### src/rtl/mul_pkg.sv
// mul_pkg: shared state encoding and product type for the sequential multiplier
package mul_pkg;
  typedef enum logic [1:0] {IDLE, CALC, FIX} mul_state_t;
  localparam int MUL_WIDTH = 32;
  typedef logic [2*MUL_WIDTH-1:0] mul_prod_t;
endpackage

### src/rtl/mul_step.sv
// mul_step: one partial product, multiplicand times the low STEP multiplier bits, zero-extended to 2W
module mul_step #(
  parameter int WIDTH = 32,
  parameter int STEP = 1
) (
  input  logic [WIDTH-1:0]   mcand,
  input  logic [STEP-1:0]    mbits,
  output logic [2*WIDTH-1:0] pp
);
  assign pp = (2*WIDTH)'(mcand) * (2*WIDTH)'(mbits);
endmodule

### src/rtl/mul_seq.sv
// mul_seq: multi-cycle sign-magnitude shift-add multiplier with start/busy/done handshake
module mul_seq
  import mul_pkg::*;
#(
  parameter int WIDTH = MUL_WIDTH,
  parameter int STEP = 1
) (
  input  logic             clk,
  input  logic             rst,
  input  logic             start,
  input  logic             signed_op,
  input  logic [WIDTH-1:0] a,
  input  logic [WIDTH-1:0] b,
  output logic             busy,
  output logic             done,
  output logic [WIDTH-1:0] hi,
  output logic [WIDTH-1:0] lo
);
  localparam int N = WIDTH / STEP;
  localparam int CW = $clog2(N + 1);
  localparam int SW = $clog2(2 * WIDTH);
  mul_state_t state_q, state_d;
  logic [WIDTH-1:0] mcand_q, mcand_d, mplier_q, mplier_d, hi_q, hi_d, lo_q, lo_d;
  logic [WIDTH-1:0] a_mag, b_mag;
  logic [2*WIDTH-1:0] acc_q, acc_d, pp, res;
  logic [CW-1:0] cnt_q, cnt_d;
  logic [SW-1:0] shamt;
  logic neg_q, neg_d, done_q, done_d;
  assign a_mag = (signed_op && a[WIDTH-1]) ? -a : a;
  assign b_mag = (signed_op && b[WIDTH-1]) ? -b : b;
  assign shamt = SW'(cnt_q) * SW'(STEP);
  assign res = neg_q ? -acc_q : acc_q;
  mul_step #(.WIDTH(WIDTH), .STEP(STEP)) u_step (
    .mcand(mcand_q),
    .mbits(mplier_q[STEP-1:0]),
    .pp(pp)
  );
  // next-state: latch magnitudes on start, accumulate shifted partial products, then sign-fix into hi/lo
  always_comb begin
    state_d = state_q;
    mcand_d = mcand_q;
    mplier_d = mplier_q;
    acc_d = acc_q;
    cnt_d = cnt_q;
    neg_d = neg_q;
    hi_d = hi_q;
    lo_d = lo_q;
    done_d = 1'b0;
    if (state_q == IDLE && start) begin
      mcand_d = a_mag;
      mplier_d = b_mag;
      neg_d = signed_op & (a[WIDTH-1] ^ b[WIDTH-1]);
      acc_d = '0;
      cnt_d = '0;
      state_d = CALC;
    end else if (state_q == CALC) begin
      acc_d = acc_q + (pp << shamt);
      mplier_d = mplier_q >> STEP;
      cnt_d = cnt_q + CW'(1);
      state_d = (cnt_q == CW'(N - 1)) ? FIX : CALC;
    end else if (state_q == FIX) begin
      {hi_d, lo_d} = res;
      done_d = 1'b1;
      state_d = IDLE;
    end
  end
  // state and datapath registers, cleared immediately on reset
  always_ff @(posedge clk or posedge rst) begin
    if (rst) begin
      state_q <= IDLE;
      mcand_q <= '0;
      mplier_q <= '0;
      acc_q <= '0;
      cnt_q <= '0;
      neg_q <= 1'b0;
      hi_q <= '0;
      lo_q <= '0;
      done_q <= 1'b0;
    end else begin
      state_q <= state_d;
      mcand_q <= mcand_d;
      mplier_q <= mplier_d;
      acc_q <= acc_d;
      cnt_q <= cnt_d;
      neg_q <= neg_d;
      hi_q <= hi_d;
      lo_q <= lo_d;
      done_q <= done_d;
    end
  end
  assign busy = (state_q != IDLE);
  assign done = done_q;
  assign hi = hi_q;
  assign lo = lo_q;
endmodule
### config.mk
export PLATFORM = sky130hd
export DESIGN_NAME = mul_seq
export DESIGN_NICKNAME = d
export VERILOG_FILES = /design/src/rtl/mul_pkg.sv /design/src/rtl/mul_step.sv /design/src/rtl/mul_seq.sv
export SDC_FILE = /design/constraint.sdc
export NUM_CORES = 1
export LEC_CHECK = 0
export ABC_AREA = 1
export BUFFER_PORTS_ARGS = -buffer_cell sky130_fd_sc_hd__buf_2
export CAP_MARGIN = 20
export CORE_ASPECT_RATIO = 1.5
export CORE_UTILIZATION = 45
export DETAILED_ROUTE_END_ITERATION = 7
export PLACE_DENSITY = 0.67
export SYNTH_ARGS = -nofsm -noshare
export SYNTH_HDL_FRONTEND = slang
export SYNTH_HIERARCHICAL = 1
export SYNTH_SLANG_ARGS = --single-unit
export TNS_END_PERCENT = 50
### constraint.sdc
create_clock -name clk -period 5.5 [get_ports clk]
set_input_delay 0 -clock clk [delete_from_list [all_inputs] [get_ports clk]]
set_output_delay 0 -clock clk [all_outputs]
set_load 0.02 [all_outputs]
==> results of run 1 <==
[routing by layer]
| metal | vias to the layer above | share of wire (%) | track usage, % |
|---|---|---|---|
| li1 | 11400 | - | - |
| met1 | 10400 | 36 | 36.7 |
| met2 | 865 | 49 | 64.5 |
| met3 | 309 | 5.0 | 4.86 |
| met4 | 0 | 9.8 | 31.4 |
| met5 | - | 0 | 0 |
[sequential cells by signal, indices dropped and copies added, names as in the netlist]
signal    cells
acc_q        64
cnt_q         6
done          1
hi           32
lo           32
mcand_q      32
mplier_q     32
neg_q         1
state_q       2
[kinds of logic (layout without fill, tap and decap cells)]
logic type / count (synthesis) / after routing / share of synthesized area [%]
adder cells (fa/ha/maj): 68 / 68 / 4.25
other: 1 / 33 / 0.0186
XOR/XNOR: 75 / 75 / 3.25
buffers and inverters: 494 / 643 / 10.3
multiplexers: 12 / 12 / 0.594
flip-flops: 202 / 202 / 25.0
AO/OA/AOI/OAI: 623 / 623 / 17.1
AND/OR/NAND/NOR: 1908 / 1908 / 39.5
[cells in the mapped netlist, types with 3 or more instances]
| master | number |
|---|---|
| a21boi_0 | 4 |
| a21o_1 | 4 |
| a21oi_1 | 157 |
| a22oi_1 | 33 |
| a31oi_1 | 35 |
| and2_1 | 8 |
| and3_1 | 4 |
| buf_1 | 25 |
| buf_2 | 32 |
| buf_4 | 40 |
| buf_6 | 4 |
| clkbuf_1 | 69 |
| dfrtp_1 | 202 |
| ha_1 | 67 |
| inv_1 | 312 |
| inv_2 | 11 |
| mux2i_1 | 12 |
| nand2_1 | 1030 |
| nand3_1 | 322 |
| nand3_2 | 4 |
| nand3b_1 | 6 |
| nand4_1 | 25 |
| nor2_1 | 396 |
| nor2_2 | 9 |
| nor2_4 | 3 |
| nor3_1 | 53 |
| nor3_2 | 4 |
| nor3b_1 | 3 |
| nor4_1 | 11 |
| o211ai_1 | 4 |
| o21a_1 | 6 |
| o21ai_0 | 250 |
| o21ai_1 | 71 |
| o21ai_2 | 4 |
| o21bai_1 | 13 |
| o22ai_1 | 12 |
| o31ai_1 | 21 |
| o41ai_1 | 3 |
| or2_1 | 4 |
| or2_2 | 14 |
| xnor2_1 | 7 |
| xor2_1 | 68 |
[worst max-delay path: cells and delay by family (launching register included)]
family	cells	cell delay, ns
DFF	1	0.95
AOI/OAI and AO/OA	5	1.78
and+or+nand+nor	12	1.57
adders and majority gates	1	0.45
buffers and inverters	1	0.12
[cell usage in the layout, fill, tap and decap left out, types with 13 or more instances in the layout]
| cell | netlist | routed |
|---|---|---|
| clkbuf_16 | 0 | 25 |
| a31oi_1 | 35 | 35 |
| nand4_1 | 25 | 25 |
| dfrtp_1 | 202 | 199 |
| nand2_1 | 1030 | 1030 |
| dlygate4sd3_1 | 0 | 102 |
| o21ai_1 | 71 | 72 |
| a22oi_1 | 33 | 33 |
| or2_2 | 14 | 14 |
| o21ai_0 | 250 | 249 |
| o21bai_1 | 13 | 13 |
| conb_1 | 1 | 32 |
| nor3_1 | 53 | 53 |
| nor2_1 | 396 | 393 |
| o31ai_1 | 21 | 21 |
| xor2_1 | 68 | 68 |
| a21oi_1 | 157 | 157 |
| buf_2 | 32 | 133 |
| ha_1 | 67 | 67 |
| nand3_1 | 322 | 321 |
| inv_1 | 312 | 311 |
| buf_4 | 40 | 38 |
[final cells by class]
cell class	instances	area [um2]
timing repair buffer	275	2020
fill	4812	21000
antenna	1	2.50
inverter	324	1220
clock inverter	15	166
sequential	202	5060
multi-input combinational	2718	13200
clock buffer	29	671
tap	576	721
[per-stage QoR]
stage | cells | hold WS, ns | utilization (%) | cell area, um2
floorplan | 3414 | 0.138 | - | 20300
detailed placement | 3993 | 0.289 | 48.1 | 21200
finish | 4140 | 0.104 | 52.3 | 23100
global route | 4140 | 0.155 | 52.3 | 23100
CTS | 4139 | 0.0873 | 52.3 | 23100
global placement | 3992 | 0.279 | 48.1 | 21200
[timing repair]
item | CTS | global route
endpoints found under the setup margin | 0 | 2
hold buffers | 102 | 0
endpoints found under the hold margin | 267 | 0
resized for setup | 0 | 1
[path summary, 6_finish.rpt]
| kind | startpoint | cells after the start | end | slack (ns) |
|---|---|---|---|---|
| setup / recovery | mplier_q[0]$_DFFE_PP0P_ | 19 | acc_q[54]$_DFFE_PP0P_ | 0.53 |
| hold / removal | start | 4 | state_q[0]$_DFFE_PP0P_ | 0.10 |
| setup reg to reg | mplier_q[0]$_DFFE_PP0P_ | 19 | acc_q[54]$_DFFE_PP0P_ | 0.53 |
| hold reg to reg | hi[4]$_DFFE_PP0P_ | 2 | hi[4]$_DFFE_PP0P_ | 0.47 |
| max in group asynchronous | rst | 4 | mcand_q[20]$_DFFE_PP0P_ | 4.59 |
| min in group asynchronous | rst | 4 | lo[14]$_DFFE_PP0P_ | 0.19 |
==> qor.csv, run 1 <==
metric,value,unit
crit_path_end_kind,flop,
synth_edf_count,0,
path_clk_slew,0.06,ns
htree_levels,1,
fp.dieArea,0.0458,mm2
critPathMostFrequentCell,nand2_1,
fp.dieH,262,um
setup_viol,0,
core,0.0441,mm2
post-cts-setup-buffers,0,
rsz0062_at_grt,false,
cp-start-kind,flop,
tightest_slew,1.13,ns
layout_setup_ws,0.531,ns
place_ws,0.915,ns
slew_headroom,23.6,%
syn_to_final_growth,14.2,%
postSynthAreaPerCell,5.97,um2
antenna_found_initial,1,
drc,0,
cpPeakStageDelay,0.95,ns
worstSetupPathType,flop to flop,
first_pass_iters,5,
cts_inserted_buffers,24,
root_buffer,clkbuf_16,
synthTopCellsByArea,"dfrtp_1 25%, nand2_1 19%, nand3_1 8.0%, nor2_1 7.4%, o21ai_0 6.2%",
drtIter0Drc,1610,
tns,0,ns
numPortBuffers,133,
crit_chain,nand2_1 -> inv_1 -> nand2_1 -> nand2_1 -> nand2_1 -> nor2_1 -> a31oi_1 -> nor2_1 -> nand2_1 -> o21ai_0 -> ha_1 -> a21oi_1 -> o21ai_0 -> a21oi_1 -> nand2_1 -> nand3_1 -> nand4_1 -> nand3_1 -> nand2_1,
grt_usage,35.9,%
viasPerCell,5.55,
worstPathRequired,5.95,ns
worst_path_max_delay_cell,dfrtp_1,
min_path_type,input port to flop,
nNetsFinal,3681,
status,completed,
rows,94,
fin_worst_skew,0.0184,ns
period_share,90.3,%
ys_types,59,
drt_wl_total,82.5,mm
clockBufferDepth,3,
clk_latency,0.57,ns
cp.arrival,5.42,ns
min_period,4.97,ns
routedWlPerCell,19.9,um
globalRouteOverflowTotal,0,
path_max_fanout,33,
yosysTopAreaCell,dfrtp_1,
syn-cell-area,0.0202,mm2
grt_pass1_wl,125,mm
hpwlAfterDp,64.8,mm
ios,134,
gp_congestion,1.03,
drive_gt1_share,7.89,%
fmax,201,MHz
maxCapViolations,0,
die_w,175,um
synthArstFlopShare,100,%
hold_viol,0,
ys.flop_type,dfrtp_1,
ys_ff_latch,202,
clock_sinks,202,
grt_pass1_vias,22500,
syn_inst,3383,
yosysWarnings,6,
grt_max_degree,142,
synth_seq_area_share,25.0,%
drv_slew,0,
synth_top_cell_area_share,25.0,%
tritoncts,built,
ant_nets,0,
initial_core_util,45.8,%
vias,23000,
Power of run 1 is not shown: default switching activity piles up to over one toggle a cycle in this logic, so the estimate is an artifact.
==> run 2, diff against run 1 <==
--- a/config.mk
+++ b/config.mk
@@ -14,6 +14,5 @@
 export PLACE_DENSITY = 0.67
 export SYNTH_ARGS = -nofsm -noshare
 export SYNTH_HDL_FRONTEND = slang
-export SYNTH_HIERARCHICAL = 1
 export SYNTH_SLANG_ARGS = --single-unit
 export TNS_END_PERCENT = 50
==> run 2 against run 1 <==
Effect of this change: the run now ends with negative hold slack left; fmax is 5.2% higher; cell count fell by 6.8%; clock-buffer cell count unchanged; via count decreased by 8.5%; sequential share of layout area is 1.5 points higher; design area is 6.4% lower; largest cell class unchanged; highest routed layer unchanged.
==> qor.csv, run 2 <==
metric,value,unit,change
hold_slack,-0.0303,ns,-0.134 ns
vias,21000,,-8.5%
initial_core_util,45.6,%,-0.19 points
grt_max_degree,126,,-11%
gp_congestion,1.08,,+5.2%
dr.max_layer_used,met4,,
cp-start-kind,flop,,
grt_usage,34.6,%,-1.3 points
cts_resized,0,,unchanged
nNetsFinal,3418,,-7.1%
cp.arrival,5.13,ns,-0.29 ns
fin_worst_skew,0.0144,ns,-0.00392 ns
first_pass_iters,6,,+1
violations,negative hold slack,,
drive_gt1_share,7.94,%,+0.055 points
final_cells,3857,,-6.8%
seqCellArea,0.00506,mm2,about the same
ios,134,,unchanged
htree_levels,1,,unchanged
n_antenna_cell,0,,-1
rows,91,,-3.2%
status,"complete, but fails checks",,
drtIter0Drc,1507,,-6.4%
final_cell_mix,"968 x nand2_1, 423 x nor2_1, 323 x inv_1, 258 x o21ai_0, 227 x nand3_1",,
core,0.0411,mm2,-6.8%
syn_to_final_growth,15.2,%,
routedWlPerCell,18.9,um,-5.1%
fp.dieH,252,um,-3.6%
fp.dieArea,0.0425,mm2,-7.1%
final_common_cell,nand2_1,,
period_share,85.9,%,-4.5 points
worstPathRequired,5.91,ns,-0.04 ns
syn-cell-area,0.0188,mm2,-7.2%
post-cts-setup-buffers,0,,unchanged
ant_nets,0,,unchanged
postCtsHoldBufs,81,,-21%
synthTopCellsByCount,"968 x nand2_1, 425 x nor2_1, 324 x inv_1, 258 x o21ai_0, 228 x nand3_1",,
drt_wl_total,72.9,mm,-12%
yosysWarnings,0,,-6
stdcell_area,0.0216,mm2,-6.4%
synth_edf_count,0,,unchanged
dr_wl_met2,35.5,mm,-12%
clk_latency,0.56,ns,about the same
grt_pass1_vias,20400,,-9.4%
synthArstFlopShare,100,%,unchanged
n_fill_cell,4203,,-13%
synth_seq_area_share,27.0,%,+1.9 points
hpwlAfterDp,58.1,mm,-10%
ys_ff_latch,202,,unchanged
yosysTopAreaCell,dfrtp_1,,
multiInputGateArea,0.0120,mm2,-9.5%
dp.cells,3732,,-6.5%
drv_slew,0,,unchanged
largest_reg_flops,64,,unchanged
min_period,4.72,ns,-0.247 ns
clockBufferDepth,3,,unchanged
clock_sinks,202,,unchanged
synth_most_common_cell,nand2_1,,
slew_headroom,39.6,%,+16 points
wirelength_met1,28.2,mm,-5.5%
grt_pass1_wl,113,mm,-10%
hold_viol,1,,+1
maxCapViolations,0,,unchanged
fmax,212,MHz,+5.2%
crit_path_end_kind,flop,,
synth_top_cell_area_share,27.0,%,+1.9 points
postSynthAreaPerCell,6.02,um2,+0.73%
viasPerCell,5.45,,-1.8%
synthTopCellsByArea,"dfrtp_1 27%, nand2_1 19%, nor2_1 8.5%, o21ai_0 6.9%, inv_1 6.5%",,
numPortBuffers,133,,unchanged
cts_inserted_buffers,24,,unchanged
globalRouteOverflowTotal,0,,unchanged
root_buffer,clkbuf_16,,
drc,0,,unchanged
tritoncts,built,,
ys_types,54,,-8.5%
syn_inst,3117,,-7.9%
dr_wl_met3,3.22,mm,-22%
path_max_fanout,33,,unchanged
top_register,acc_q,,
rsz0062_at_grt,false,,
synthesis.nets,3253,,
worstSetupPathType,flop to flop,,
die_w,169,um,-3.6%
path_clk_slew,0.06,ns,about the same
antenna_found_initial,0,,-1
min_path_type,input port to flop,,
tightest_slew,0.906,ns,-0.229 ns
tns,0,ns,unchanged
ys.flop_type,dfrtp_1,,
setup_viol,0,,unchanged
place_area,0.0199,mm2,-6.1%
run 2: cell count changes after synthesis, moves of 17 or more:
cell     delta
a21oi_1    -17
a22oi_1    -32
buf_4      -31
nand2_1    -62
nand3_1    -94
nor2_1     +29
o21ai_1    -27
run 2: path summary, 6_finish.rpt:
| check | from | endpoint | slack, ns | cells after the start |
|---|---|---|---|---|
| setup / recovery | mplier_q[0]$_DFFE_PP0P_ | acc_q[30]$_DFFE_PP0P_ | 0.78 | 21 |
| hold / removal | start | cnt_q[5]$_DFFE_PP0P_ | -0.03 | 6 |
| setup reg to reg | mplier_q[0]$_DFFE_PP0P_ | acc_q[30]$_DFFE_PP0P_ | 0.78 | 21 |
| hold reg to reg | hi[3]$_DFFE_PP0P_ | hi[3]$_DFFE_PP0P_ | 0.48 | 2 |
| max in group asynchronous | rst | mplier_q[30]$_DFFE_PP0P_ | 3.83 | 5 |
| min in group asynchronous | rst | lo[4]$_DFFE_PP0P_ | 0.52 | 4 |
run 2: logic make-up (layout without fill, tap and decap cells):
kind of cell / Yosys count / in the layout / synth area share [%]
compound gates: 555 / 555 / 16.2
simple gates: 1752 / 1752 / 38.5
fa+ha+maj: 68 / 68 / 4.58
mux: 5 / 5 / 0.267
buf+inv: 445 / 627 / 9.37
xor+xnor: 90 / 90 / 4.20
flops: 202 / 202 / 27.0
run 2: layer usage:
metal,GRT usage (%),vias up
met1,38.3,9636
met3,2.93,215
met4,25.4,0
met5,0,-
met2,61.5,724
li1,-,10400
run 2: through the flow:
stage	hold slack, ns	utilization (%)	setup slack [ns]
after floorplan	0.138	-	2.51
after global placement	-0.0660	48.5	0.873
after detailed placement	-0.0570	48.5	0.890
after CTS	0.140	52.5	0.876
after global routing	0.0115	52.6	0.465
final	-0.0303	52.6	0.778
run 2: worst max-delay path: stages, from the launching register on:
cell and delay, ns:
dfrtp_1 0.90, buf_4 0.30, nand2_1 0.08, nand2_1 0.08, nand2_1 0.05, nand2_1 0.05, o21ai_1 0.07, o21ai_1 0.27
o21ai_1 0.26, nand2_1 0.12, nand2_1 0.08, nor2_1 0.21, ha_1 0.34, a21oi_1 0.19, o21ai_0 0.19, a21oi_1 0.48
inv_1 0.08, nor2_1 0.11, nand2_1 0.20, or2_2 0.33, nand3_1 0.06, o21ai_0 0.09
run 2: final cells by class:
type / count / share of cell area [%]
clock buffer: 29 / 3.06
inverter: 331 / 5.78
tap: 558 / 3.23
clock inverter: 14 / 0.891
sequential: 202 / 23.4
timing repair buffer: 253 / 8.30
multi-input combinational: 2470 / 55.4
Power of run 2 is left out for the same reason.
